$ cat config.mk
export PLATFORM = sky130hd
export DESIGN_NAME = lcd_ctrl
export DESIGN_NICKNAME = d
export VERILOG_FILES = /design/src/rtl/lcd_pkg.sv /design/src/rtl/lcd_timer.sv /design/src/rtl/lcd_ctrl.sv
export SDC_FILE = /design/constraint.sdc
export NUM_CORES = 1
export LEC_CHECK = 0
export CAP_MARGIN = 40
export CORE_UTILIZATION = 40
export DETAILED_ROUTE_END_ITERATION = 7
export PLACE_DENSITY_LB_ADDON = 0.12
export SYNTH_ARGS = -nofsm -noshare
export SYNTH_HDL_FRONTEND = slang
export SYNTH_SLANG_ARGS = --single-unit
$ cat constraint.sdc
create_clock -name i_clk -period 3.4 [get_ports i_clk]
set_clock_uncertainty 0.05 [all_clocks]
set_input_delay 0.51 -clock i_clk [delete_from_list [all_inputs] [get_ports i_clk]]
set_output_delay 0.51 -clock i_clk [all_outputs]
set_load 0.01 [all_outputs]
$ cat src/rtl/lcd_pkg.sv
// -----------------------------------------------------------------------------
// lcd_pkg
//   Shared types and constants for the HD44780 LCD bus controller:
//     - lcd_state_e : controller FSM states
//     - lcd_cmd_t   : one bus write (register select + data byte)
//     - bit positions of the fields inside the LSU LCD I/O register
//     - INIT_ROM    : 8-bit mode init sequence issued after power-up
//     - is_long_cmd : selects the long execution wait (clear / return home)
// -----------------------------------------------------------------------------
package lcd_pkg;

  localparam int TIMER_W = 20;

  localparam int LCD_ON_BIT  = 31;
  localparam int LCD_REQ_BIT = 30;
  localparam int LCD_RS_BIT  = 9;

  typedef enum logic [2:0] {
    PWRUP,
    IDLE,
    SETUP,
    EN_HI,
    HOLD,
    WAIT
  } lcd_state_e;

  typedef struct packed {
    logic       rs;
    logic [7:0] data;
  } lcd_cmd_t;

  // Function set 8-bit/2-line, display on, clear, entry mode increment.
  localparam int INIT_LEN = 4;
  localparam logic [7:0] INIT_ROM [INIT_LEN] = '{8'h38, 8'h0C, 8'h01, 8'h06};

  // Clear display (0x01) and return home (0x02/0x03) need the long wait.
  function automatic logic is_long_cmd(input logic rs, input logic [7:0] data);
    return !rs && (data inside {8'h01, 8'h02, 8'h03});
  endfunction

endpackage

$ cat src/rtl/lcd_timer.sv
// -----------------------------------------------------------------------------
// lcd_timer
//   Zero-based down counter shared by every controller state. Loading T-1
//   keeps the caller in its state for exactly T cycles: o_done is high in the
//   last of them, and the counter rests at zero until reloaded.
// Ports
//   i_clk    clock
//   i_reset  asynchronous active-high reset (counter := RST_VAL)
//   i_load   load i_val this cycle
//   i_val    reload value (cycles - 1)
//   o_done   counter is zero
// -----------------------------------------------------------------------------
module lcd_timer
  import lcd_pkg::*;
#(
  parameter logic [TIMER_W-1:0] RST_VAL = '0
) (
  input  logic               i_clk,
  input  logic               i_reset,
  input  logic               i_load,
  input  logic [TIMER_W-1:0] i_val,
  output logic               o_done
);

  logic [TIMER_W-1:0] count;

  // NOTE: sequential state is written with non-blocking assignments only, so
  // every register samples the values present before the clock edge.
  always_ff @(posedge i_clk or posedge i_reset) begin
    if (i_reset) begin
      count <= RST_VAL;
    end else if (i_load) begin
      count <= i_val;
    end else if (count != '0) begin
      count <= count - 1'b1;
    end
  end

  assign o_done = (count == '0);

endmodule

$ cat src/rtl/lcd_ctrl.sv
// -----------------------------------------------------------------------------
// lcd_ctrl
//   Turns writes to the LSU LCD I/O register into HD44780 bus writes with the
//   controller timing enforced in hardware. After reset it waits for the panel
//   to power up, runs the 8-bit init sequence, then issues one bus write per
//   toggle of the REQ bit. One request can be held while a write is in flight;
//   further requests are dropped and flagged on o_ovf.
// Ports
//   i_clk       clock
//   i_reset     asynchronous active-high reset
//   i_io_lcd    [31] ON, [30] REQ toggle, [9] RS, [7:0] DATA
//   o_lcd_on    registered copy of i_io_lcd[31]
//   o_lcd_en    HD44780 E strobe
//   o_lcd_rs    register select (0 command, 1 data)
//   o_lcd_rw    always 0 (write only)
//   o_lcd_data  data bus
//   o_busy      controller not idle, or a request is held
//   o_ovf       sticky: a request was dropped
// -----------------------------------------------------------------------------
module lcd_ctrl
  import lcd_pkg::*;
#(
  parameter int unsigned T_PWRUP_CYC = 750000,
  parameter int unsigned T_AS_CYC    = 2,
  parameter int unsigned T_EN_CYC    = 12,
  parameter int unsigned T_AH_CYC    = 2,
  parameter int unsigned T_CMD_CYC   = 2000,
  parameter int unsigned T_CLR_CYC   = 82000
) (
  input  logic        i_clk,
  input  logic        i_reset,
  input  logic [31:0] i_io_lcd,
  output logic        o_lcd_on,
  output logic        o_lcd_en,
  output logic        o_lcd_rs,
  output logic        o_lcd_rw,
  output logic [7:0]  o_lcd_data,
  output logic        o_busy,
  output logic        o_ovf
);

  // Timer reload values: a state lasting T cycles loads T-1.
  localparam logic [TIMER_W-1:0] LD_PWRUP = TIMER_W'(T_PWRUP_CYC - 1);
  localparam logic [TIMER_W-1:0] LD_AS    = TIMER_W'(T_AS_CYC - 1);
  localparam logic [TIMER_W-1:0] LD_EN    = TIMER_W'(T_EN_CYC - 1);
  localparam logic [TIMER_W-1:0] LD_AH    = TIMER_W'(T_AH_CYC - 1);
  localparam logic [TIMER_W-1:0] LD_CMD   = TIMER_W'(T_CMD_CYC - 1);
  localparam logic [TIMER_W-1:0] LD_CLR   = TIMER_W'(T_CLR_CYC - 1);

  lcd_state_e         state_q, state_d;
  logic               req_q;
  lcd_cmd_t           cur_q, cur_d;
  lcd_cmd_t           pend_q, pend_d;
  logic               pend_valid_q, pend_valid_d;
  logic [2:0]         init_idx_q, init_idx_d;
  logic               ovf_q, ovf_d;
  logic               en_q, en_d;
  logic               busy_q, busy_d;
  logic               lcd_on_q;

  logic               tmr_load;
  logic [TIMER_W-1:0] tmr_val;
  logic               tmr_done;

  logic               req_evt;
  lcd_cmd_t           evt_cmd;
  logic               take_pend;
  logic               direct;

  // Only ON, REQ, RS and DATA are meaningful in the I/O register.
  logic unused_io;
  assign unused_io = ^{i_io_lcd[29:10], i_io_lcd[8]};

  assign req_evt = i_io_lcd[LCD_REQ_BIT] ^ req_q;
  assign evt_cmd = '{rs: i_io_lcd[LCD_RS_BIT], data: i_io_lcd[7:0]};

  lcd_timer #(
    .RST_VAL (LD_PWRUP)
  ) u_timer (
    .i_clk   (i_clk),
    .i_reset (i_reset),
    .i_load  (tmr_load),
    .i_val   (tmr_val),
    .o_done  (tmr_done)
  );

  // State and datapath registers. Outputs are registered so the LCD pins
  // never see decode glitches, and reset drops them all at once.
  always_ff @(posedge i_clk or posedge i_reset) begin
    if (i_reset) begin
      state_q      <= PWRUP;
      req_q        <= 1'b0;
      cur_q        <= '0;
      pend_q       <= '0;
      pend_valid_q <= 1'b0;
      init_idx_q   <= '0;
      ovf_q        <= 1'b0;
      en_q         <= 1'b0;
      busy_q       <= 1'b0;
      lcd_on_q     <= 1'b0;
    end else begin
      state_q      <= state_d;
      req_q        <= i_io_lcd[LCD_REQ_BIT];
      cur_q        <= cur_d;
      pend_q       <= pend_d;
      pend_valid_q <= pend_valid_d;
      init_idx_q   <= init_idx_d;
      ovf_q        <= ovf_d;
      en_q         <= en_d;
      busy_q       <= busy_d;
      lcd_on_q     <= i_io_lcd[LCD_ON_BIT];
    end
  end

  // Next state, timer reloads, command selection and pending buffer.
  always_comb begin
    // NOTE: every variable gets a default before the case so no path leaves
    // it unassigned, which would otherwise infer a latch.
    state_d    = state_q;
    cur_d      = cur_q;
    init_idx_d = init_idx_q;
    tmr_load   = 1'b0;
    tmr_val    = '0;
    take_pend  = 1'b0;
    direct     = 1'b0;

    unique case (state_q)
      PWRUP: begin
        if (tmr_done) begin
          state_d    = SETUP;
          cur_d      = '{rs: 1'b0, data: INIT_ROM[0]};
          init_idx_d = 3'd1;
          tmr_load   = 1'b1;
          tmr_val    = LD_AS;
        end
      end
      IDLE: begin
        if (pend_valid_q) begin
          state_d   = SETUP;
          cur_d     = pend_q;
          take_pend = 1'b1;
          tmr_load  = 1'b1;
          tmr_val   = LD_AS;
        end else if (req_evt) begin
          state_d  = SETUP;
          cur_d    = evt_cmd;
          direct   = 1'b1;
          tmr_load = 1'b1;
          tmr_val  = LD_AS;
        end
      end
      SETUP: begin
        if (tmr_done) begin
          state_d  = EN_HI;
          tmr_load = 1'b1;
          tmr_val  = LD_EN;
        end
      end
      EN_HI: begin
        if (tmr_done) begin
          state_d  = HOLD;
          tmr_load = 1'b1;
          tmr_val  = LD_AH;
        end
      end
      HOLD: begin
        if (tmr_done) begin
          state_d  = WAIT;
          tmr_load = 1'b1;
          tmr_val  = is_long_cmd(cur_q.rs, cur_q.data) ? LD_CLR : LD_CMD;
        end
      end
      WAIT: begin
        if (tmr_done) begin
          if (init_idx_q < 3'(INIT_LEN)) begin
            state_d    = SETUP;
            cur_d      = '{rs: 1'b0, data: INIT_ROM[init_idx_q[1:0]]};
            init_idx_d = init_idx_q + 3'd1;
            tmr_load   = 1'b1;
            tmr_val    = LD_AS;
          end else if (pend_valid_q) begin
            state_d   = SETUP;
            cur_d     = pend_q;
            take_pend = 1'b1;
            tmr_load  = 1'b1;
            tmr_val   = LD_AS;
          end else begin
            state_d = IDLE;
          end
        end
      end
      default: begin
        state_d  = PWRUP;
        tmr_load = 1'b1;
        tmr_val  = LD_PWRUP;
      end
    endcase

    // A request not consumed directly goes to the pending slot. Draining
    // the slot this cycle frees it for a request arriving on the same edge.
    pend_valid_d = pend_valid_q & ~take_pend;
    pend_d       = pend_q;
    ovf_d        = ovf_q;
    if (req_evt && !direct) begin
      if (!pend_valid_d) begin
        pend_valid_d = 1'b1;
        pend_d       = evt_cmd;
      end else begin
        ovf_d = 1'b1;
      end
    end
  end

  // Output decode from the next state, registered alongside it.
  always_comb begin
    en_d   = (state_d == EN_HI);
    busy_d = (state_d != IDLE) || pend_valid_d;
  end

  assign o_lcd_on   = lcd_on_q;
  assign o_lcd_en   = en_q;
  assign o_lcd_rs   = cur_q.rs;
  assign o_lcd_rw   = 1'b0;
  assign o_lcd_data = cur_q.data;
  assign o_busy     = busy_q;
  assign o_ovf      = ovf_q;

endmodule
==> results_dict.tcl, run 1 <==
set metrics [dict create \
    ctsResizeCount 0 \
    yosysWarnings 0 \
    finalMaxSlewViolations 0 \
    dp_hpwl_mm 4.934 \
    io_buffers 25 \
    mostFrequentLayoutCells "dfrtp_1, nor2_1, clkdlybuf4s50_1" \
    critPathSlowestCell "a311oi_4" \
    synth_area_leaders "dfrtp_1, dfstp_2, mux2_2" \
    cp.arrival_ns 3.04 \
    gr-total-overflow 0 \
    path_cells "inv_1 > ha_1 > nor3b_1 > and4_1 > nand3_1 > a311oi_4 > mux2_2" \
    multi_input_area_um2 1559 \
    drt_wl_total_mm 6.904 \
    hold_ws_ns 0.3457 \
    required_ns 3.55 \
    cts_max_level 2 \
    grt_first_pass_wirelength_mm 11.40 \
    post-place-ws_ns 0.5389 \
    synth_seq_cells 50 \
    slowest_delay_ns 0.66 \
    r2r-start "u_timer.count[0]$_DFFE_PP1P_" \
    netlist.area_leader.share 0.3160 \
    hp-class "in -> async" \
    tritoncts "yes" \
    hold_viol 0 \
    antenna_cells 0 \
    drt_iter0_drc 116 \
    fin_crit_ns 2.893 \
    clk_path_buf_depth 2 \
    avgRoutedWirePerCell_um 16.28 \
    synth.largest_area_cell "dfrtp_1" \
    post-cts-setup-buffers 0 \
    postRouteAntennaNets 0 \
    cts.sinks 50 \
    crit_fanout 9 \
    nFillCells 655 \
    final_common_cell "dfrtp_1" \
    syn-instance-count 304 \
    fin_nets 365 \
    async_flop_share 1.000 \
    core_um2 6944 \
    first_global_vias 2245 \
    rows 30 \
    max_slew_margin 0.4446 \
    via_count 2352 \
    ys_seq_area_frac 0.4325 \
    synth.avg_cell_area_um2 9.639 \
    root_buffer "clkbuf_8" \
    first_pass_iters 4 \
    setup_violations 0 \
    drive_gt1_frac 0.1860 \
    pin_count 48 \
    syn_nets 342 \
    min_period_over_period 0.8508 \
    leakage_nw 1.334 \
    synth-main-ff-cell "dfrtp_1" \
    cp-start-kind "flip-flop" \
    ff_latch_area_um2 1267 \
    vias_per_cell 5.547 \
    critPathLaunch "u_timer.count[0]$_DFFE_PP1P_" \
    tightest_slew_ns 0.8330 \
    ir_drop_uv 202.3 \
    cts_made_buffers 5 \
    status "completed" \
    cap_violations 0 \
    setup_tns_ns 0 \
    clk_latency_ns 0.30 \
    end_kind "flip-flop" \
    layout_setup_ws_ns 0.5074 \
    globalRouteTotalUtil 0.1961 \
    maxClockFrequency_ghz 0.3457 \
    antenna_found_initial 0 \
    initial_utilization 0.4220 \
    rsz0062_at_grt "no" \
    die_y_um 87.59 \
    grt_max_degree 28 \
    criticalPathCategory "reg -> reg" \
    gp_congestion 0.9082 \
    power.total_mw 2.197 \
    syn_to_final_growth_pct 15.16 \
    power_density_nw_per_um2 651.1 \
    ys_types 54 \
    path_clk_slew_ns 0.09 \
    die_area_um2 7672 \
    syn_area_um2 2930 \
    synth-edff-count 0 \
    r2r_cells 7 \
    hold_buffers 0 \
    die_w_um 87.59 \
    drcViolationCount 0 \
]
## metrics by stage
| stage | cells | utilization | cell area [um^2] |
|---|---|---|---|
| after global routing | 424 | 0.4859 | 3374 |
| final | 424 | 0.4859 | 3374 |
| after CTS | 424 | 0.4859 | 3374 |
| after floorplan | 304 | - | 2930 |
| after detailed placement | 416 | 0.4728 | 3283 |
| after global placement | 416 | 0.4728 | 3283 |
## worst paths after layout
kind / end / slack (ns)
max: pend_q[6]$_DFFE_PP0P_ / 0.51
min: state_q[0]$_DFF_PP0_ / 0.35
max reg2reg: pend_q[6]$_DFFE_PP0P_ / 0.51
min reg2reg: o_ovf$_DFFE_PP0P_ / 0.43
max in group asynchronous: u_timer.count[8]$_DFFE_PP1P_ / 2.35
min in group i_clk: o_ovf$_DFFE_PP0P_ / 0.43
## state kept, by name (all words and copies together), names as in the netlist
name           flops
o_lcd_en           1
u_timer.count     20
pend_valid_q       1
o_lcd_rs           1
o_ovf              1
req_q              1
pend_q             9
state_q            3
o_lcd_data         8
init_idx_q         3
o_busy             1
o_lcd_on           1
## where the power goes
| part | internal [mW] | total (mW) | switching, mW |
|---|---|---|---|
| Clock | 0.165 | 0.359 | 0.194 |
| Combinational | 0.399 | 0.766 | 0.368 |
| Sequential | 0.855 | 1.07 | 0.218 |
## Yosys cell counts, drive strengths merged, types with 8 or more instances
cell type   n
dfrtp      37
nor2       31
o21ai      24
nand2      21
mux2       20
dfstp      13
a21oi      12
nor3       12
inv        11
clkbuf     10
xnor2      10
mux2i       8
or3         8
## final cells by class
cell class / instances / share of cell area
multi-input combinational: 228 / 0.4620
clock buffer: 7 / 0.02558
clock inverter: 1 / 0.001483
timing repair buffer: 31 / 0.08750
inverter: 11 / 0.01224
tap: 96 / 0.03560
sequential: 50 / 0.3756
## critical path: cells and delay by family, from the launching register on
family | cells | cell delay, ns
AND/OR/NAND/NOR | 3 | 1.02
adder cells (fa/ha/maj) | 1 | 0.20
buffers and inverters | 1 | 0.07
flip-flops | 1 | 0.39
AO/OA/AOI/OAI | 1 | 0.66
multiplexers | 1 | 0.40
## layer usage
layer  share of wire  track usage
met1            0.52       0.2998
met2            0.44       0.2898
met3           0.028      0.02828
met4           0.013      0.05216
met5               0            0
## cell families after synthesis
logic type,after synthesis,share of synthesized area
multiplexers,28,0.1042
AND/OR/NAND/NOR,108,0.1985
adder cells (fa/ha/maj),4,0.01708
AO/OA/AOI/OAI,71,0.1631
buffers and inverters,26,0.03544
other,1,0.001280
flip-flops,50,0.4325
XOR/XNOR,16,0.04782
Power figures use the tool's default switching activity.
==> inputs of run 2 (changes only) <==
--- a/config.mk
+++ b/config.mk
@@ -6,7 +6,7 @@
 export NUM_CORES = 1
 export LEC_CHECK = 0
 export CAP_MARGIN = 40
-export CORE_UTILIZATION = 40
+export CORE_UTILIZATION = 54
 export DETAILED_ROUTE_END_ITERATION = 7
 export PLACE_DENSITY_LB_ADDON = 0.12
 export SYNTH_ARGS = -nofsm -noshare
==> run 2 against run 1 <==
Effect of this change:
- routed wire length up 0.52%
- clock power about the same
- register-to-register slack worse by 0.02 ns
- worst setup slack worse by 0.015 ns
- sequential power about the same
- via count up 3.7%
- critical endpoint is now pend_q[0]$_DFFE_PP0P_
- critical path depth unchanged
- core utilization up 16 points
- clock-buffer cell count down 2
==> results_dict.tcl, run 2 (synthesis results as in run 1) <==
set metrics [dict create \
    end_kind "flip-flop" \
    maxClockFrequency_ghz 0.3439 \
    leakage_nw 1.340 \
    cts_made_buffers 5 \
    rows 26 \
    ir_drop_uv 351.9 \
    rsz0062_at_grt "no" \
    min_period_over_period 0.8552 \
    tritoncts "yes" \
    syn_to_final_growth_pct 14.82 \
    cap_violations 0 \
    pin_count 48 \
    fin_crit_ns 2.908 \
    gr-total-overflow 0 \
    cts.sinks 50 \
    drive_gt1_frac 0.1915 \
    postRouteAntennaNets 0 \
    first_global_vias 2202 \
    setup_violations 0 \
    drcViolationCount 0 \
    tightest_slew_ns 0.8127 \
    cp.arrival_ns 3.05 \
    via_count 2438 \
    ff_latch_area_um2 1267 \
    criticalPathCategory "reg -> reg" \
    dp_hpwl_mm 5.092 \
    wl_met2_mm 3.350 \
    hp-class "in -> async" \
    clk_latency_ns 0.31 \
    finalMaxSlewViolations 0 \
    multi_input_area_um2 1559 \
    top_register "u_timer.count" \
    top_layer_used "met4" \
    vias_per_cell 6.110 \
    post-cts-setup-buffers 0 \
    antenna_found_initial 0 \
    cts_max_level 2 \
    path_clk_slew_ns 0.09 \
    dr_wl_met3_um 349 \
    grt_max_degree 41 \
    die_area_um2 5725 \
    root_buffer "clkbuf_8" \
    first_pass_iters 5 \
    drt_wl_total_mm 6.940 \
    io_buffers 25 \
    largest_register_ff_count 20 \
    die_y_um 75.67 \
    crit_fanout 9 \
    power.total_mw 2.218 \
    final_common_cell "dfrtp_1" \
    avgRoutedWirePerCell_um 17.39 \
    ctsResizeCount 0 \
    nFillCells 440 \
    status "completed" \
    clk_path_buf_depth 2 \
    max_slew_margin 0.4582 \
    antenna_cells 0 \
    hold_viol 0 \
    grt_first_pass_wirelength_mm 10.86 \
    gp_congestion 0.9104 \
    drt_iter0_drc 160 \
    hold_buffers 0 \
    fin_nets 366 \
    die_w_um 75.67 \
    core_um2 5172 \
    initial_utilization 0.5665 \
    setup_tns_ns 0 \
    globalRouteTotalUtil 0.2597 \
    power_density_nw_per_um2 659.2 \
    wl_met1_mm 3.162 \
    mostFrequentLayoutCells "dfrtp_1, nor2_1, clkdlybuf4s50_1" \
    cp-start-kind "flip-flop" \
    required_ns 3.55 \
]
## run 2: cell types whose count changed in the layout (fill, tap and decap cells not counted), sizes merged
cell	change
clkbuf	-2
buf	+1
clkinvlp	+1
inv	+1
## run 2: final cells by class
cell class / count / area share
Inverter: 11 / 0.01227
Multi-Input combinational cell: 228 / 0.4634
Timing Repair Buffer: 32 / 0.09371
Clock buffer: 5 / 0.02045
Tap cell: 70 / 0.02603
Clock inverter: 3 / 0.007438
Sequential cell: 50 / 0.3767
## run 2: final timing paths
kind                                              start  cells after the start                            to  slack (ns)
setup / recovery           u_timer.count[0]$_DFFE_PP1P_                      7         pend_q[0]$_DFFE_PP0P_        0.49
hold / removal                                  i_reset                      2     init_idx_q[1]$_DFFE_PP0P_        0.43
setup reg to reg           u_timer.count[0]$_DFFE_PP1P_                      7         pend_q[0]$_DFFE_PP0P_        0.49
hold reg to reg                       o_ovf$_DFFE_PP0P_                      1             o_ovf$_DFFE_PP0P_        0.44
max in group asynchronous                       i_reset                      3  u_timer.count[5]$_DFFE_PP1P_        2.31
min in group i_clk                    o_ovf$_DFFE_PP0P_                      1             o_ovf$_DFFE_PP0P_        0.44
## run 2: per-stage QoR
| stage | area [um^2] | hold slack, ns | util | setup slack, ns | instances |
|---|---|---|---|---|---|
| floorplan | 2930 | 0.4253 | - | 0.9491 | 304 |
| global placement | 3251 | 0.4169 | 0.6284 | 0.5747 | 390 |
| detailed placement | 3271 | 0.4108 | 0.6323 | 0.5512 | 391 |
| CTS | 3364 | 0.4376 | 0.6505 | 0.5212 | 399 |
| global route | 3364 | 0.4692 | 0.6505 | 0.3325 | 399 |
| finish | 3364 | 0.4319 | 0.6505 | 0.4923 | 399 |
## run 2: worst max-delay path, stage by stage, from the launching register on
cell,delay (ns)
dfstp_2,0.39
inv_1,0.07
ha_1,0.20
nor3b_1,0.45
and4_1,0.39
nand3_1,0.19
a311oi_4,0.66
mux2_2,0.41
## run 2: report_power, final
group	total [mW]	internal (mW)	switching, mW
registers	1.06	0.855	0.203
clock network	0.357	0.149	0.208
logic	0.803	0.406	0.397
## run 2: metal layers
| metal | vias up | track usage |
|---|---|---|
| met5 | - | 0 |
| met4 | 0 | 0.06584 |
| met3 | 8 | 0.04101 |
| met2 | 63 | 0.4107 |
| met1 | 1209 | 0.3747 |
| li1 | 1158 | - |
